$ cat src/rtl/multicycle_control_fsm.sv
`default_nettype none
// ============================================================================
//  Module      : multicycle_control_fsm
//  Description : Main control unit of the multicycle RV32I core. A Moore FSM
//                steps each instruction through fetch / decode / execute /
//                writeback and drives the datapath strobes and muxes. It also
//                waits on the unified memory handshake with a bounded timeout.
//  Ports       : clk, rst_n (async, active-low)
//                op, funct3, funct7b5  - IR fields (op latched, not valid in FETCH)
//                zero                  - ALU zero flag
//                mem_ready             - memory completes the access this cycle
//                pc_write, adr_src, mem_write, ir_write, reg_write - strobes/muxes
//                result_src, alu_src_a, alu_src_b, alu_control     - datapath muxes
//                imm_src               - immediate format, from op
//                instr_done, illegal, mem_err - one-cycle status pulses
//  Revision    : 1.0 - initial release
// ============================================================================
module multicycle_control_fsm #(
    parameter int MEM_TIMEOUT = 16
) (
    input  logic       clk,
    input  logic       rst_n,
    input  logic [6:0] op,
    input  logic [2:0] funct3,
    input  logic       funct7b5,
    input  logic       zero,
    input  logic       mem_ready,
    output logic       pc_write,
    output logic       adr_src,
    output logic       mem_write,
    output logic       ir_write,
    output logic [1:0] result_src,
    output logic [1:0] alu_src_a,
    output logic [1:0] alu_src_b,
    output logic [2:0] alu_control,
    output logic       reg_write,
    output logic [2:0] imm_src,
    output logic       instr_done,
    output logic       illegal,
    output logic       mem_err
);

    typedef enum logic [3:0] {
        S_FETCH    = 4'd0,
        S_DECODE   = 4'd1,
        S_MEMADR   = 4'd2,
        S_MEMREAD  = 4'd3,
        S_MEMWB    = 4'd4,
        S_MEMWRITE = 4'd5,
        S_EXEC_R   = 4'd6,
        S_EXEC_I   = 4'd7,
        S_ALUWB    = 4'd8,
        S_BEQ      = 4'd9,
        S_JAL      = 4'd10,
        S_LUI      = 4'd11
    } state_t;

    localparam logic [6:0] c_OP_LOAD  = 7'b0000011;
    localparam logic [6:0] c_OP_STORE = 7'b0100011;
    localparam logic [6:0] c_OP_R     = 7'b0110011;
    localparam logic [6:0] c_OP_I     = 7'b0010011;
    localparam logic [6:0] c_OP_BR    = 7'b1100011;
    localparam logic [6:0] c_OP_JAL   = 7'b1101111;
    localparam logic [6:0] c_OP_LUI   = 7'b0110111;

    localparam logic [2:0] c_ALU_ADD = 3'b000;
    localparam logic [2:0] c_ALU_SUB = 3'b001;
    localparam logic [2:0] c_ALU_AND = 3'b010;
    localparam logic [2:0] c_ALU_OR  = 3'b011;
    localparam logic [2:0] c_ALU_SLT = 3'b101;

    // Wait counter only needs to reach MEM_TIMEOUT-1.
    localparam int             c_CNT_W    = (MEM_TIMEOUT > 1) ? $clog2(MEM_TIMEOUT) : 1;
    localparam bit             c_TMO_EN   = (MEM_TIMEOUT > 0);
    localparam logic [c_CNT_W-1:0] c_CNT_LAST = c_TMO_EN ? c_CNT_W'(MEM_TIMEOUT - 1) : '0;

    state_t             r_state;
    state_t             w_next;
    logic [c_CNT_W-1:0] r_cnt;

    logic       w_wait_state;
    logic       w_timeout;
    logic [2:0] w_funct_alu;
    logic       w_pc_write;
    logic       w_mem_write;
    logic       w_ir_write;
    logic       w_reg_write;
    logic       w_instr_done;
    logic       w_illegal;
    logic       w_mem_err;

    // ------------------------------------------------------------------
    // State and wait-counter registers
    // ------------------------------------------------------------------
    always_ff @(posedge clk or negedge rst_n) begin
        if (!rst_n) begin
            r_state <= S_FETCH;
            r_cnt   <= '0;
        end else begin
            r_state <= w_next;
            // Every exit from a wait state happens on mem_ready or a timeout,
            // so clearing here also gives a zero count on the next entry.
            if (c_TMO_EN && w_wait_state && !mem_ready && !w_timeout) begin
                r_cnt <= r_cnt + c_CNT_W'(1);
            end else begin
                r_cnt <= '0;
            end
        end
    end

    // ------------------------------------------------------------------
    // Timeout detection and ALU function decode
    // ------------------------------------------------------------------
    always_comb begin
        w_wait_state = (r_state == S_FETCH) || (r_state == S_MEMREAD) ||
                       (r_state == S_MEMWRITE);
        // A mem_ready arriving on the final count still completes the access.
        w_timeout    = c_TMO_EN && w_wait_state && !mem_ready && (r_cnt == c_CNT_LAST);
    end

    always_comb begin
        w_funct_alu = c_ALU_ADD;
        case (funct3)
            3'b000:  w_funct_alu = (op[5] && funct7b5) ? c_ALU_SUB : c_ALU_ADD;
            3'b010:  w_funct_alu = c_ALU_SLT;
            3'b110:  w_funct_alu = c_ALU_OR;
            3'b111:  w_funct_alu = c_ALU_AND;
            default: w_funct_alu = c_ALU_ADD;
        endcase
    end

    // ------------------------------------------------------------------
    // Next state and outputs
    // ------------------------------------------------------------------
    always_comb begin
        w_next       = r_state;
        w_pc_write   = 1'b0;
        adr_src      = 1'b0;
        w_mem_write  = 1'b0;
        w_ir_write   = 1'b0;
        result_src   = 2'b00;
        alu_src_a    = 2'b00;
        alu_src_b    = 2'b00;
        alu_control  = c_ALU_ADD;
        w_reg_write  = 1'b0;
        w_instr_done = 1'b0;
        w_illegal    = 1'b0;
        w_mem_err    = 1'b0;

        case (r_state)
            S_FETCH: begin
                alu_src_b  = 2'b10;
                result_src = 2'b10;
                w_ir_write = mem_ready;
                w_pc_write = mem_ready;
                if (mem_ready) begin
                    w_next = S_DECODE;
                end else if (w_timeout) begin
                    w_mem_err = 1'b1;
                    w_next    = S_FETCH;
                end
            end
            S_DECODE: begin
                alu_src_a = 2'b01;
                alu_src_b = 2'b01;
                case (op)
                    c_OP_LOAD, c_OP_STORE: w_next = S_MEMADR;
                    c_OP_R:                w_next = S_EXEC_R;
                    c_OP_I:                w_next = S_EXEC_I;
                    c_OP_JAL:              w_next = S_JAL;
                    c_OP_LUI:              w_next = S_LUI;
                    c_OP_BR: begin
                        if (funct3 == 3'b000) begin
                            w_next = S_BEQ;
                        end else begin
                            w_illegal = 1'b1;
                            w_next    = S_FETCH;
                        end
                    end
                    default: begin
                        w_illegal = 1'b1;
                        w_next    = S_FETCH;
                    end
                endcase
            end
            S_MEMADR: begin
                alu_src_a = 2'b10;
                alu_src_b = 2'b01;
                w_next    = op[5] ? S_MEMWRITE : S_MEMREAD;
            end
            S_MEMREAD: begin
                adr_src = 1'b1;
                if (mem_ready) begin
                    w_next = S_MEMWB;
                end else if (w_timeout) begin
                    w_mem_err = 1'b1;
                    w_next    = S_FETCH;
                end
            end
            S_MEMWB: begin
                result_src   = 2'b01;
                w_reg_write  = 1'b1;
                w_instr_done = 1'b1;
                w_next       = S_FETCH;
            end
            S_MEMWRITE: begin
                adr_src     = 1'b1;
                // The write request is withdrawn on the timeout cycle.
                w_mem_write = !w_timeout;
                if (mem_ready) begin
                    w_instr_done = 1'b1;
                    w_next       = S_FETCH;
                end else if (w_timeout) begin
                    w_mem_err = 1'b1;
                    w_next    = S_FETCH;
                end
            end
            S_EXEC_R: begin
                alu_src_a   = 2'b10;
                alu_src_b   = 2'b00;
                alu_control = w_funct_alu;
                w_next      = S_ALUWB;
            end
            S_EXEC_I: begin
                alu_src_a   = 2'b10;
                alu_src_b   = 2'b01;
                alu_control = w_funct_alu;
                w_next      = S_ALUWB;
            end
            S_ALUWB: begin
                w_reg_write  = 1'b1;
                w_instr_done = 1'b1;
                w_next       = S_FETCH;
            end
            S_BEQ: begin
                alu_src_a    = 2'b10;
                alu_control  = c_ALU_SUB;
                w_pc_write   = zero;
                w_instr_done = 1'b1;
                w_next       = S_FETCH;
            end
            S_JAL: begin
                // ALUOut holds the target computed in DECODE; ALU forms PC+4 for rd.
                alu_src_a  = 2'b01;
                alu_src_b  = 2'b10;
                w_pc_write = 1'b1;
                w_next     = S_ALUWB;
            end
            S_LUI: begin
                alu_src_a = 2'b11;
                alu_src_b = 2'b01;
                w_next    = S_ALUWB;
            end
            default: begin
                w_next = S_FETCH;
            end
        endcase
    end

    // FETCH strobes follow mem_ready combinationally, so all strobes and
    // pulses are qualified by rst_n to stay quiet while reset is held.
    assign pc_write   = rst_n & w_pc_write;
    assign mem_write  = rst_n & w_mem_write;
    assign ir_write   = rst_n & w_ir_write;
    assign reg_write  = rst_n & w_reg_write;
    assign instr_done = rst_n & w_instr_done;
    assign illegal    = rst_n & w_illegal;
    assign mem_err    = rst_n & w_mem_err;

    // Immediate format straight from the latched opcode.
    always_comb begin
        imm_src = 3'b000;
        case (op)
            c_OP_STORE: imm_src = 3'b001;
            c_OP_BR:    imm_src = 3'b010;
            c_OP_LUI:   imm_src = 3'b011;
            c_OP_JAL:   imm_src = 3'b100;
            default:    imm_src = 3'b000;
        endcase
    end

endmodule
`default_nettype wire

$ cat config.mk
export PLATFORM = sky130hd
export DESIGN_NAME = multicycle_control_fsm
export DESIGN_NICKNAME = d
export VERILOG_FILES = /design/src/rtl/multicycle_control_fsm.sv
export SDC_FILE = /design/constraint.sdc
export NUM_CORES = 1
export LEC_CHECK = 0
export BUFFER_PORTS_ARGS = -buffer_cell sky130_fd_sc_hd__buf_2
export CORE_MARGIN = 1.5
export CORE_UTILIZATION = 53
export CTS_BUF_LIST = sky130_fd_sc_hd__clkbuf_8
export DETAILED_ROUTE_END_ITERATION = 16
export PLACE_DENSITY = 0.83
export SETUP_SLACK_MARGIN = 0.4
export SYNTH_ARGS = -nofsm -noshare
export SYNTH_HDL_FRONTEND = slang
export SYNTH_SLANG_ARGS = --single-unit
$ cat constraint.sdc
create_clock -name clk -period 3.55 [get_ports clk]
set_input_delay 0.71 -clock clk [delete_from_list [all_inputs] [get_ports clk]]
set_output_delay 0.71 -clock clk [all_outputs]
set_load 0.02 [all_outputs]
Word level (Yosys, flattened, before mapping):

Cells that the tools add are included.

* register bits: 8
* input port bits: 15
* output and inout port bits: 20
* logic and storage cells: 83

* add/sub/neg operators: 1
* equal/unequal tests: 22
* muxes and demuxes: 29
* bitwise operators: 7
* reductions and logical operators: 22

Operators with widths (number)
* case mux 4 bit (6 select lines): 2
* two-way mux 4 bit: 6
* case mux 3 bit (4 select lines): 2
* equality test 7 x 6 -> 1 bit, second input constant: 3
* equality test 4 bit, second input constant: 5
* equality test 4 x 3 -> 1 bit, second input constant: 4
* equality test 7 bit, second input constant: 2
* OR reduction 2 bit: 6
* OR reduction 4 bit: 3
* two-way mux 1 bit: 11
* equality test 4 x 2 -> 1 bit, second input constant: 2
* case mux 2 bit (2 select lines): 2
* AND 1 bit: 7
* equality test 7 x 2 -> 1 bit, second input constant: 1
* equality test 7 x 5 -> 1 bit, second input constant: 1
* equality test 3 bit, second input constant: 2
* case mux 2 bit (3 select lines): 1
* case mux 3 bit (2 select lines): 1
* OR reduction 3 bit: 2
* OR reduction 6 bit: 1
* adder 4 x 1 -> 4 bit, second input constant: 1
* equality test 4 x 1 -> 1 bit, second input constant: 1
* logical AND 1 bit: 4
* logical NOT 4 bit: 1
* 7 further kinds: 10

Logic depth before layout (Yosys ltp):

Gate-level depths: netlist of run 1.

* depth after elaboration: 9
* depth in mapped cells: 6
* gate-level depth less buffers: 5

Least setup slack after synthesis of run 1:

Ideal clock, no wire load.

* kind: input -> output
* start: in op[2]
* end: out illegal
* arrival time: 1807 ps
* data required time: 2840 ps
* slack: 1033 ps
* stages: 3
* buffers on the path: 0
* cells stage by stage: or3b_1 -> or4_1 -> o2111a_1

* word-level cells in the longest chain between the ends: 5
* elaborated cells between the ends (all ways): 11
* classes of those cells: eq/ne (7); mux (2); bitwise (1); reduce/logical (1)

RTL lines
* from (decl): RTL line 23 `input logic [6:0] op,`
* equality test 7 x 6 -> 1 bit (tied with other cells): RTL line 166 `case (op)`
* OR reduction 6 bit (no source line)
* case mux 1 bit (2 select lines) *: RTL line 166
* two-way mux 1 bit *: RTL line 150 `case (r_state)`
* AND 1 bit *: RTL line 267 `assign illegal = rst_n & w_illegal;`
* to (decl): RTL line 39 `output logic illegal,`

Mark *: on every way between the ends. The rest lies on a longest branch, timed or not.

Final worst setup path of run 1:

Ends and elaborated chain as after synthesis.

==> results.toml, run 1 <==
[status]
status = "completed"

[power]
power.density_mw_per_mm2 = 294
finalPower_mw = 0.314
p_leak_nw = 0.524
peakVddDrop_v = 0.000316

[clock_tree]
clk_pin_slew_ns = 0.04
ctsHoldBuffers = 0
cts_setup_buffers = 0
cts_max_level = 1
cts_num_sinks = 8
clk_latency_ns = 0.23
cts_made_buffers = 3
cts_resized = 0
clock_path_buffers = 2
clock-root-buffer = "clkbuf_8"
cts_tree = "yes"

[sta]
post-route-period-util_pct = 77.9
rsz0062_at_grt = "false"
tns_ns = 0
hold_viol = 0
maxSlewViolCount = 0
slew_headroom_pct = 69.8
fin_crit_ns = 2.77
finClkSkew_ns = 0.00444
worstMarginPinSlew_ns = 0.454
whs_ns = 0.353
setup_violations = 0
clock.fmax_ghz = 0.361

[floorplanning]
fp.coreArea_sq_mm = 0.00151
io_pins = 35
row_count = 14
dieArea_sq_mm = 0.00187
start_util_pct = 56.9
die_w_um = 43.2
die_y_um = 43.2

[cells_and_area]
area_delta_synth_final_pct = 24.4
drive_gt1_share_pct = 26.0
fill_cells = 130
fin_nets = 168
n_antenna_cell = 0

[route]
wl_per_cell_um = 13.5
num_vias = 993
firstDrtPassIters = 4
routed_wl_um = 2240
via_per_inst = 5.98
drtIter0Drc = 22
drc = 0
ant_nets = 0

[setup_path]
r2r_setup_slack_ns = 1.92
crit_path_end_kind = "primary output"
r2r_start = "r_cnt[0]"
slowest_stage = "or3b_1"
required_ns = 2.84
path_delay_family = "simple AND/OR/NAND/NOR gates"
cpMostUsedCell = "buf_2"
setup.worst_path.class = "primary input to primary output"
cpPeakStageDelay_ns = 0.41
cp_data_arrival_time_ns = 2.06
setup.worst_path.start = "op[2]"
startpoint_type = "primary input"
worstSetupPathDepth = 5
reg2reg_to = "r_state[0]"
crit_path_end = "illegal"
path_max_fanout = 6
cp_cell_sequence = "buf_2, or3b_1, or4_1, o2111a_1, buf_2"
cp.buffers_inverters = 2
worst-r2r-cell-count = 5

[synth]
yosysMostFrequentCell = "nor2_1"
synth_cell_types = 39
avgSynthCellArea_sq_um = 7.20
syn_nets = 135
synth_seq_cells = 8
synth.largest_area_cell = "dfrtp_1"
seq_area_frac_synth_pct = 23.4
synth_edf_count = 0
yosysWarnings = 0
ys_async_sr_fraction_pct = 100
synthCells = 119
synth.top_cell.area_share_pct = 23.4
synthTopCellsByCount = "13 x nor2_1, 11 x nor3_1, 8 x dfrtp_1, 7 x nand2_1"
synth_area_sq_um = 857
ys.flop_type = "dfrtp_1"
yosys-top-cells-area = "dfrtp_1 23%, nor3_1 6.4%, nor2_1 5.7%"

[global_route]
grt_max_degree = 16
antenna_found_initial = 0
track_usage_pct = 25.0
grt_pass1_vias = 809
overflow = 0
grt_pass1_wl_um = 3620

[placed_design]
dp_hpwl_um = 1700
gp_congestion = 0.894
portBuffers = 34

[job]
maxCapViolCount = 0

[worst_hold_path]
hold_class = "primary input to async pin"
==> cell type report <==
class                      count  area [sq um]  area share, %
clock buffer                   3          41.3           3.87
tap                           16          20.0           1.88
inverter                       6          22.5           2.11
timing repair buffer          34           170           16.0
multi-input combinational     99           612           57.4
sequential                     8           200           18.8
==> per-layer routing <==
metal | wire length, um | global-route usage [%] | vias to the layer above
li1 | - | - | 507
met1 | 1040 | 34.2 | 448
met2 | 1110 | 41.2 | 38
met3 | 98 | 3.83 | 0
met4 | 0 | 5.45 | 0
met5 | 0 | 0 | -
==> flip-flops by register name (all words and copies together), names as in the netlist <==
signal / count
r_cnt: 4
r_state: 4
==> cells in the final DEF, fill, tap and decap left out, types with 5 or more instances in the layout <==
master,netlist,layout
nand3_1,5,5
buf_2,0,34
inv_1,5,5
nand2_1,7,7
a21oi_1,6,6
dfrtp_1,8,8
nor3_1,11,11
nor2_1,13,13
nand2b_1,6,6
==> worst min path at each step <==
| stage | from | endpoint | slack [ns] | depth (start not counted) |
|---|---|---|---|---|
| floorplan | rst_n | r_cnt[0] | 0.41 | 0 |
| global placement | r_cnt[0] | r_cnt[0] | 0.46 | 1 |
| detailed placement | r_cnt[0] | r_cnt[0] | 0.47 | 1 |
| CTS | rst_n | r_cnt[2] | 0.36 | 1 |
| global route | rst_n | r_cnt[2] | 0.37 | 1 |
| finish | rst_n | r_cnt[2] | 0.35 | 1 |
==> power by group <==
group	internal, mW	switching [mW]	leakage, nW
registers	0.0965	0.0110	0.108
logic	0.0372	0.0607	0.394
clock network	0.0734	0.0349	0.0216
total	0.207	0.107	0.524
==> cell families (layout without fill, tap and decap cells) <==
family                     after synthesis  in the layout  share of synthesized area [%]
and+or+nand+nor                         62             62                           38.4
AOI/OAI and AO/OA                       29             29                           23.9
buffers and inverters                   12             43                           5.26
DFF                                      8              8                           23.4
xor gates and xnor gates                 5              5                           5.11
muxes                                    2              2                           2.48
adders and majority gates                1              1                           1.46
==> per-stage QoR <==
| stage | setup slack (ns) | instances | util (%) | area, sq um |
|---|---|---|---|---|
| global placement | 0.827 | 163 | 68.0 | 1020 |
| floorplan | 1.03 | 119 | - | 857 |
| detailed placement | 0.788 | 163 | 68.0 | 1020 |
| finish | 0.783 | 166 | 70.8 | 1070 |
| global route | 0.728 | 166 | 70.8 | 1070 |
| CTS | 0.784 | 166 | 70.8 | 1070 |
(Power assumes the default switching activity.)
==> run 2, diff against run 1 <==
--- a/config.mk
+++ b/config.mk
@@ -7,10 +7,10 @@
 export LEC_CHECK = 0
 export BUFFER_PORTS_ARGS = -buffer_cell sky130_fd_sc_hd__buf_2
 export CORE_MARGIN = 1.5
-export CORE_UTILIZATION = 53
+export CORE_UTILIZATION = 49
 export CTS_BUF_LIST = sky130_fd_sc_hd__clkbuf_8
 export DETAILED_ROUTE_END_ITERATION = 16
-export PLACE_DENSITY = 0.83
+export PLACE_DENSITY = 0.77
 export SETUP_SLACK_MARGIN = 0.4
 export SYNTH_ARGS = -nofsm -noshare
 export SYNTH_HDL_FRONTEND = slang
==> constraint.sdc (replaced) <==
create_clock -name clk -period 2.9 [get_ports clk]
set_input_delay 0.58 -clock clk [delete_from_list [all_inputs] [get_ports clk]]
set_output_delay 0.58 -clock clk [all_outputs]
set_load 0.02 [all_outputs]
==> run 2 against run 1 <==
Routed wire length down 3.1%. Die area grew 7.6%. Sequential cell count did not move. Utilization decreased by 2.8 points. Worst hold slack got worse by 0.13 ns. Largest cell class unchanged. Largest power group is now sequential cells. Highest routed layer is now met4.
==> results.toml, run 2 (synthesized netlist as in run 1, its figures left out) <==
[status]
status = "completed"

[route]
firstDrtPassIters = 4
routed_wl_um = 2170
drtIter0Drc = 30
drc = 0
wl_per_cell_um = 13.1
via_per_inst = 6.18
ant_nets = 0
num_vias = 1026

[clock_tree]
cts_num_sinks = 8
clock-root-buffer = "clkbuf_8"
clk_latency_ns = 0.23
cts_made_buffers = 3
clock_path_buffers = 2
cts_tree = "yes"
clk_pin_slew_ns = 0.04
cts_max_level = 1
cts_setup_buffers = 0

[sta]
slew_headroom_pct = 70.9
setup_violations = 0
fin_crit_ns = 2.49
post-route-period-util_pct = 86.0
finClkSkew_ns = 0.00624
rsz0062_at_grt = "true"
whs_ns = 0.219
maxSlewViolCount = 0
tns_ns = 0
worstMarginPinSlew_ns = 0.436
clock.fmax_ghz = 0.401
hold_viol = 0

[cells_and_area]
n_antenna_cell = 0
top_regs = "r_cnt (4), r_state (4)"
drive_gt1_share_pct = 28.0
area_delta_synth_final_pct = 25.0
final_common_cell = "buf_2"
fill_cells = 135
final_cell_mix = "34 x buf_2, 13 x nor2_1, 11 x nor3_1"
fin_nets = 168

[floorplanning]
fp.coreArea_sq_mm = 0.00158
die_w_um = 44.8
io_pins = 35
row_count = 14
start_util_pct = 54.4
die_y_um = 44.8
dieArea_sq_mm = 0.00201

[global_route]
grt_pass1_wl_um = 3570
overflow = 0
grt_pass1_vias = 846
antenna_found_initial = 0
track_usage_pct = 23.8
grt_max_degree = 16

[setup_path]
required_ns = 2.32
r2r_setup_slack_ns = 1.24
crit_path_end_kind = "primary output"
cp_data_arrival_time_ns = 1.91
setup.worst_path.class = "primary input to primary output"
path_max_fanout = 6
startpoint_type = "primary input"

[power]
peakVddDrop_v = 0.000358
finalPower_mw = 0.382
p_leak_nw = 0.522
power.density_mw_per_mm2 = 356

[worst_hold_path]
hold_class = "primary input to async pin"

[placed_design]
dp_hpwl_um = 1740
gp_congestion = 0.843
portBuffers = 34

[job]
maxCapViolCount = 0
==> run 2: stage by stage <==
| stage | cells | utilization (%) | area (sq um) | setup slack [ns] |
|---|---|---|---|---|
| 2_1_floorplan | 119 | - | 857 | 0.643 |
| 3_3_place_gp | 163 | 65.0 | 1020 | 0.436 |
| 3_5_place_dp | 163 | 65.0 | 1020 | 0.400 |
| 4_1_cts | 166 | 67.8 | 1070 | 0.403 |
| 5_1_grt | 166 | 67.9 | 1070 | 0.365 |
| 6_report | 166 | 67.9 | 1070 | 0.407 |
==> run 2: final cells by class <==
type,instances,area (sq um),area share [%]
multi-input combinational,99,614,57.4
sequential,8,203,18.9
timing repair buffer,34,170,15.9
clock buffer,3,41.3,3.86
inverter,6,22.5,2.10
tap,16,20.0,1.87
==> run 2: power by group <==
| group | leakage (nW) | internal [mW] | switching (mW) | total, mW |
|---|---|---|---|---|
| logic | 0.395 | 0.0461 | 0.0732 | 0.119 |
| registers | 0.105 | 0.118 | 0.0134 | 0.132 |
| clock network | 0.0216 | 0.0897 | 0.0410 | 0.131 |
==> run 2: final timing paths <==
| check | depth (start not counted) | to | from |
|---|---|---|---|
| min in group clk | 1 | r_cnt[0] | r_cnt[0] |
| min | 1 | r_cnt[2] | rst_n |
| max in group asynchronous | 1 | r_state[1] | rst_n |
| min reg2reg | 1 | r_cnt[0] | r_cnt[0] |
| max reg2reg | 5 | r_state[0] | r_cnt[0] |
| max | 5 | illegal | op[2] |
==> run 2: repair_timing <==
item | CTS | global route
hold buffers | 0 | 0
cloned | 0 | 0
setup endpoints to repair | 1 | 5
resized for setup | 1 | 2
==> run 2: per-layer routing <==
layer	global-route usage, %	up-vias	routed length, um
li1	-	508	-
met1	30.6	478	1010
met2	39.4	38	1030
met3	8.00	2	132
met4	4.12	0	8
met5	0	-	0
==> run 2: worst max-delay path, cell delays in order <==
cell,delay [ns]
buf_2,0.13
or3b_4,0.40
or4_1,0.40
o2111a_1,0.24
buf_2,0.15
